**src/rtl/hex_scroll_ctrl_pkg.sv**
```systemverilog
// Shared types and constants for the scrolling hex message display.
package hex_scroll_ctrl_pkg;

    typedef enum logic [1:0] {
        IDLE = 2'd0,
        RUN  = 2'd1,
        HOLD = 2'd2
    } scroll_state_e;

    localparam int unsigned DISP_DIGITS = 6;

    // Segment pattern for digit 0: {dp, g..a}, active-low, dp off.
    localparam logic [7:0] SEG_ZERO = 8'hC0;

endpackage

```
**src/rtl/hex_scroll_ctrl_seven_seg.sv**
```systemverilog
// sevenSeg digit encoder: hex nibble to active-low {dp, g..a} pattern.
module hex_scroll_ctrl_seven_seg (
    input  logic [3:0] digit,
    output logic [7:0] seg_c
);

    always_comb begin
        seg_c = 8'hFF;
        unique case (digit)
            4'h0: seg_c = 8'hC0;
            4'h1: seg_c = 8'hF9;
            4'h2: seg_c = 8'hA4;
            4'h3: seg_c = 8'hB0;
            4'h4: seg_c = 8'h99;
            4'h5: seg_c = 8'h92;
            4'h6: seg_c = 8'h82;
            4'h7: seg_c = 8'hF8;
            4'h8: seg_c = 8'h80;
            4'h9: seg_c = 8'h90;
            4'hA: seg_c = 8'h88;
            4'hB: seg_c = 8'h83;
            4'hC: seg_c = 8'hC6;
            4'hD: seg_c = 8'hA1;
            4'hE: seg_c = 8'h86;
            4'hF: seg_c = 8'h8E;
        endcase
    end

endmodule

```
**src/rtl/hex_scroll_ctrl.sv**
```systemverilog
// Scrolls a MSG_LEN-digit hex message across a six-digit seven-segment display,
// one position per TICK_DIV clocks while running.
module hex_scroll_ctrl
    import hex_scroll_ctrl_pkg::*;
#(
    parameter int unsigned TICK_DIV = 50000000,
    parameter int unsigned MSG_LEN  = 16
) (
    input  logic       clk,
    input  logic       reset,
    input  logic       wr_en,
    input  logic [3:0] wr_addr,
    input  logic [3:0] wr_data,
    output logic       wr_ready,
    input  logic       start,
    input  logic       stop,
    input  logic       clear,
    output logic [3:0] pos,
    output logic       wrap,
    output logic [7:0] hex0,
    output logic [7:0] hex1,
    output logic [7:0] hex2,
    output logic [7:0] hex3,
    output logic [7:0] hex4,
    output logic [7:0] hex5
);

    localparam int unsigned AW = $clog2(MSG_LEN);
    localparam int unsigned CW = $clog2(TICK_DIV);
    localparam logic [CW-1:0] CNT_LAST = CW'(TICK_DIV - 1);
    localparam logic [AW-1:0] POS_LAST = AW'(MSG_LEN - 1);

    scroll_state_e state_q;
    logic [AW-1:0] pos_q;
    logic [CW-1:0] cnt_q;
    logic [3:0]    msg [MSG_LEN];
    logic [3:0]    digit [DISP_DIGITS];
    logic [7:0]    seg_c [DISP_DIGITS];

    assign pos = 4'(pos_q);

    // Window read mux; the AW-bit add wraps the window around the buffer end.
    for (genvar k = 0; k < DISP_DIGITS; k++) begin : g_digit
        assign digit[k] = msg[pos_q + AW'(k)];
        hex_scroll_ctrl_seven_seg u_seg (
            .digit (digit[k]),
            .seg_c (seg_c[k])
        );
    end

    // Control FSM, tick counter, message buffer and registered outputs.
    always_ff @(posedge clk) begin
        if (reset) begin
            state_q  <= IDLE;
            pos_q    <= '0;
            cnt_q    <= '0;
            wrap     <= 1'b0;
            wr_ready <= 1'b1;
            for (int unsigned i = 0; i < MSG_LEN; i++) msg[i] <= '0;
            hex0 <= SEG_ZERO;
            hex1 <= SEG_ZERO;
            hex2 <= SEG_ZERO;
            hex3 <= SEG_ZERO;
            hex4 <= SEG_ZERO;
            hex5 <= SEG_ZERO;
        end else begin
            wrap <= 1'b0;
            hex5 <= seg_c[0];
            hex4 <= seg_c[1];
            hex3 <= seg_c[2];
            hex2 <= seg_c[3];
            hex1 <= seg_c[4];
            hex0 <= seg_c[5];

            if (wr_en && wr_ready) msg[wr_addr[AW-1:0]] <= wr_data;

            // Request priority is clear > stop > start in every state.
            unique case (state_q)
                IDLE: begin
                    if (clear) begin
                        pos_q <= '0;
                    end else if (!stop && start) begin
                        state_q  <= RUN;
                        cnt_q    <= '0;
                        wr_ready <= 1'b0;
                    end
                end
                RUN: begin
                    if (clear) begin
                        state_q  <= IDLE;
                        pos_q    <= '0;
                        cnt_q    <= '0;
                        wr_ready <= 1'b1;
                    end else if (stop) begin
                        state_q  <= HOLD;
                        wr_ready <= 1'b1;
                    end else if (cnt_q == CNT_LAST) begin
                        cnt_q <= '0;
                        pos_q <= pos_q + AW'(1);
                        wrap  <= (pos_q == POS_LAST);
                    end else begin
                        cnt_q <= cnt_q + CW'(1);
                    end
                end
                HOLD: begin
                    if (clear) begin
                        state_q <= IDLE;
                        pos_q   <= '0;
                        cnt_q   <= '0;
                    end else if (!stop && start) begin
                        state_q  <= RUN;
                        cnt_q    <= '0;
                        wr_ready <= 1'b0;
                    end
                end
                default: begin
                    state_q  <= IDLE;
                    wr_ready <= 1'b1;
                end
            endcase
        end
    end

endmodule

```
**config.mk**
```make
export PLATFORM = sky130hd
export DESIGN_NAME = hex_scroll_ctrl
export DESIGN_NICKNAME = d
export VERILOG_FILES = /design/src/rtl/hex_scroll_ctrl_pkg.sv /design/src/rtl/hex_scroll_ctrl_seven_seg.sv /design/src/rtl/hex_scroll_ctrl.sv
export SDC_FILE = /design/constraint.sdc
export NUM_CORES = 1
export LEC_CHECK = 0
export BUFFER_PORTS_ARGS = -buffer_cell sky130_fd_sc_hd__buf_2
export CORE_MARGIN = 2
export CORE_UTILIZATION = 55
export CTS_BUF_LIST = sky130_fd_sc_hd__clkbuf_8
export CTS_CLUSTER_SIZE = 12
export DETAILED_ROUTE_END_ITERATION = 10
export PLACE_DENSITY = 0.73
export SLEW_MARGIN = 40
export SYNTH_ARGS = -nofsm -noshare
export SYNTH_HDL_FRONTEND = slang
export SYNTH_HIERARCHICAL = 1
export SYNTH_SLANG_ARGS = --single-unit
```
**constraint.sdc**
```tcl
create_clock -name clk -period 5.45 [get_ports clk]
set_clock_uncertainty 0.05 [all_clocks]
set_input_delay 0.545 -clock clk [delete_from_list [all_inputs] [get_ports clk]]
set_output_delay 0.545 -clock clk [all_outputs]
set_load 0.01 [all_outputs]
```
==> results.cfg <==
[timing]
finalMaxSlewViolations = 0
relSlewSlack_pct = 46.8
finalCriticalPeriod_ps = 3940
max_freq_mhz = 254
finalCritPeriodShare_pct = 72.2
tightestPinTransition_ps = 796
rsz0062_at_grt = no
hold_viol = 0
setup_viol = 0
fin_setup_tns_ps = 0

[setup_path]
worstSetupEndpointType = register
worst-path-buf-inv = 2
startpoint_type = register
cp_max_fo = 35
required_ps = 5790
slowest_stage = dfxtp_4
slowest_delay_ps = 690
critical_path.top_delay_family = multiplexers
cp.arrival_ps = 4280
path_cells = inv_1 > ha_2 > mux4_2 > mux4_2 > inv_1 > ha_1 > and2b_2 > or3b_1 > o21ai_0 > nor2b_1
critical_path_class = register to register

[pwr]
finalPower_w = 0.00241
p_switching_w = 0.000629
pwr-share-comb_pct = 11.3
leakage_nw = 4.12
switching_share_pct = 26.1
peakVddDrop_mv = 0.139
p_per_area_nw_per_um2 = 219
seq_power_share_pct = 51.9
intPower_w = 0.00178
pwr-share-clk_pct = 36.8

[cts]
htree_levels = 4
cts.path.max_buffers = 2
clk_pin_slew_ps = 90
cts_tree = done
cts_resized = 0
worstSkewPairLatency_ps = 470
hold_buffers = 0
cts.sinks = 150
cts_setup_buffers = 0
numCtsBuffers = 17
root_buffer = clkbuf_8

[routing]
vias = 7483
drtIter0Drc = 652
routedWlPerCell_um = 20.6
ant_nets = 0
wl_met3_um = 2110
vias_per_cell = 6.44
wl_met2_um = 11100
drtPass1Iterations = 7
drt_wl_total_um = 23900
drcViolationCount = 0
wl_met1_um = 10100
highest_layer = met4

[cells_and_area]
register_area_um2 = 3650
final_common_cell = mux4_2
diodes = 0
drive_gt1_share_pct = 28.2
fin_nets = 987
final_cell_mix = mux4_2, dfxtp_1, buf_2, and2_1, edfxtp_1
area_growth_pct = 7.72
fill_cells = 1433
fin_area_um2 = 11000
multi_input_area_um2 = 6190

[worst_hold_path]
hold_class = input port to register

[floorplan]
ioPinCount = 68
die_x_um = 140
std_cell_rows = 49
core-area_um2 = 18100
die_h_um = 140
dieArea_um2 = 19700
start_util_pct = 56.6

[logic_synthesis]
syn_area_per_cell_um2 = 11.5
synth_edf_count = 64
ys_seq_elements = 150
synthArstFlopShare_pct = 0
netlist.area_leader.share_pct = 22.9
synth_largest_area_cell = mux4_2
ys_types = 56
syn_area_um2 = 10200
yosysSeqAreaShare_pct = 35.6
syn_inst = 891
yosysWarnings = 6
yosys-top-cells-area = mux4_2, edfxtp_1, dfxtp_1
synth_ff_type = dfxtp_1
syn_nets = 958

[global_route]
grt_overflow = 0
grt_max_degree = 48
antenna_found_initial = 0
grt_pass1_wl_um = 38000
grtUsageTotal_pct = 24.9
grt_pass1_vias = 6913

[place]
hpwl_um = 17500
dpl_cell_area_um2 = 10600
routabilityCongestion = 1.01
io_buffers = 67

[flow_run]
max_cap_viol_count = 0

[status]
status = finished clean
per-stage QoR:
step	utilization [%]	instances	worst slack [ps]	hold WS, ps
floorplan	-	891	394	397
global placement	58.7	1130	1430	419
detailed placement	58.7	1130	1300	434
CTS	60.9	1162	1270	362
global route	61.0	1162	1270	369
finish	61.0	1162	1510	379
sequential cells by signal, summed over array words and instances, names as in the netlist, named ones only:
| register | count |
|---|---|
| cnt_q | 26 |
| hex0 | 8 |
| hex1 | 8 |
| hex2 | 8 |
| hex3 | 8 |
| hex4 | 8 |
| hex5 | 8 |
| msg | 64 |
| pos | 4 |
| state_q | 2 |
| wr_ready | 1 |
| wrap | 1 |
cell families after synthesis:
family	count (synthesis)	synth area share, %
xor+xnor	8	0.684
fa+ha+maj	53	6.48
compound gates	113	7.15
flops	150	35.6
buf+inv	93	4.15
mux	141	27.5
other cells	6	0.220
simple gates	327	18.2
layer usage:
metal  up-vias  global-route usage (%)
met5         -                       0
met4         0                    9.52
met3        53                    5.54
met2       406                    38.3
met1      3625                    34.8
li1       3399                       -
cells in the mapped netlist (all sizes together), types with 12 or more instances:
cell    instances
nand2          36
inv            28
mux2i          25
a31oi          15
edfxtp         64
and2           67
mux4          110
nor2b          40
a22o           13
nor2           58
a21oi          35
o21ai          24
buf            28
dfxtp          86
ha             53
clkbuf         37
nand3          13
or2            29
nor3           12
path summary, 6_finish.rpt:
| check | from | to | slack [ps] | cells after the start |
|---|---|---|---|---|
| max | pos[0] | hex2[0] | 1510 | 10 |
| min | stop | state_q[1] | 380 | 3 |
| max reg2reg | pos[0] | hex2[0] | 1510 | 10 |
| min reg2reg | cnt_q[25] | cnt_q[25] | 460 | 1 |
power by group through the flow:
stage | clock network [W] | registers [W] | logic [W]
global placement | 0 | 0.00127 | 0.000266
floorplan | 0 | 0.00127 | 0.000197
detailed placement | 0 | 0.00128 | 0.000272
finish | 0.000887 | 0.00125 | 0.000274
global route | 0.000956 | 0.00125 | 0.000299
CTS | 0.000903 | 0.00125 | 0.000274
worst reg2reg max path, stage by stage, from the launching register on:
cell and delay, ps:
dfxtp_4 690, inv_1 160, ha_2 680, mux4_2 580, mux4_2 540, inv_1 180, ha_1 210, and2b_2 230
or3b_1 360, o21ai_0 70, nor2b_1 130
area by class of cell:
cell class                 instances  area share (%)
clock inverter                    12            1.15
multi-input combinational        648            56.1
clock buffer                      20            2.50
inverter                          28           0.953
sequential                       150            33.1
tap                              229            2.60
timing repair buffer              75            3.58
No activity file was read; power rests on OpenSTA's default activity.
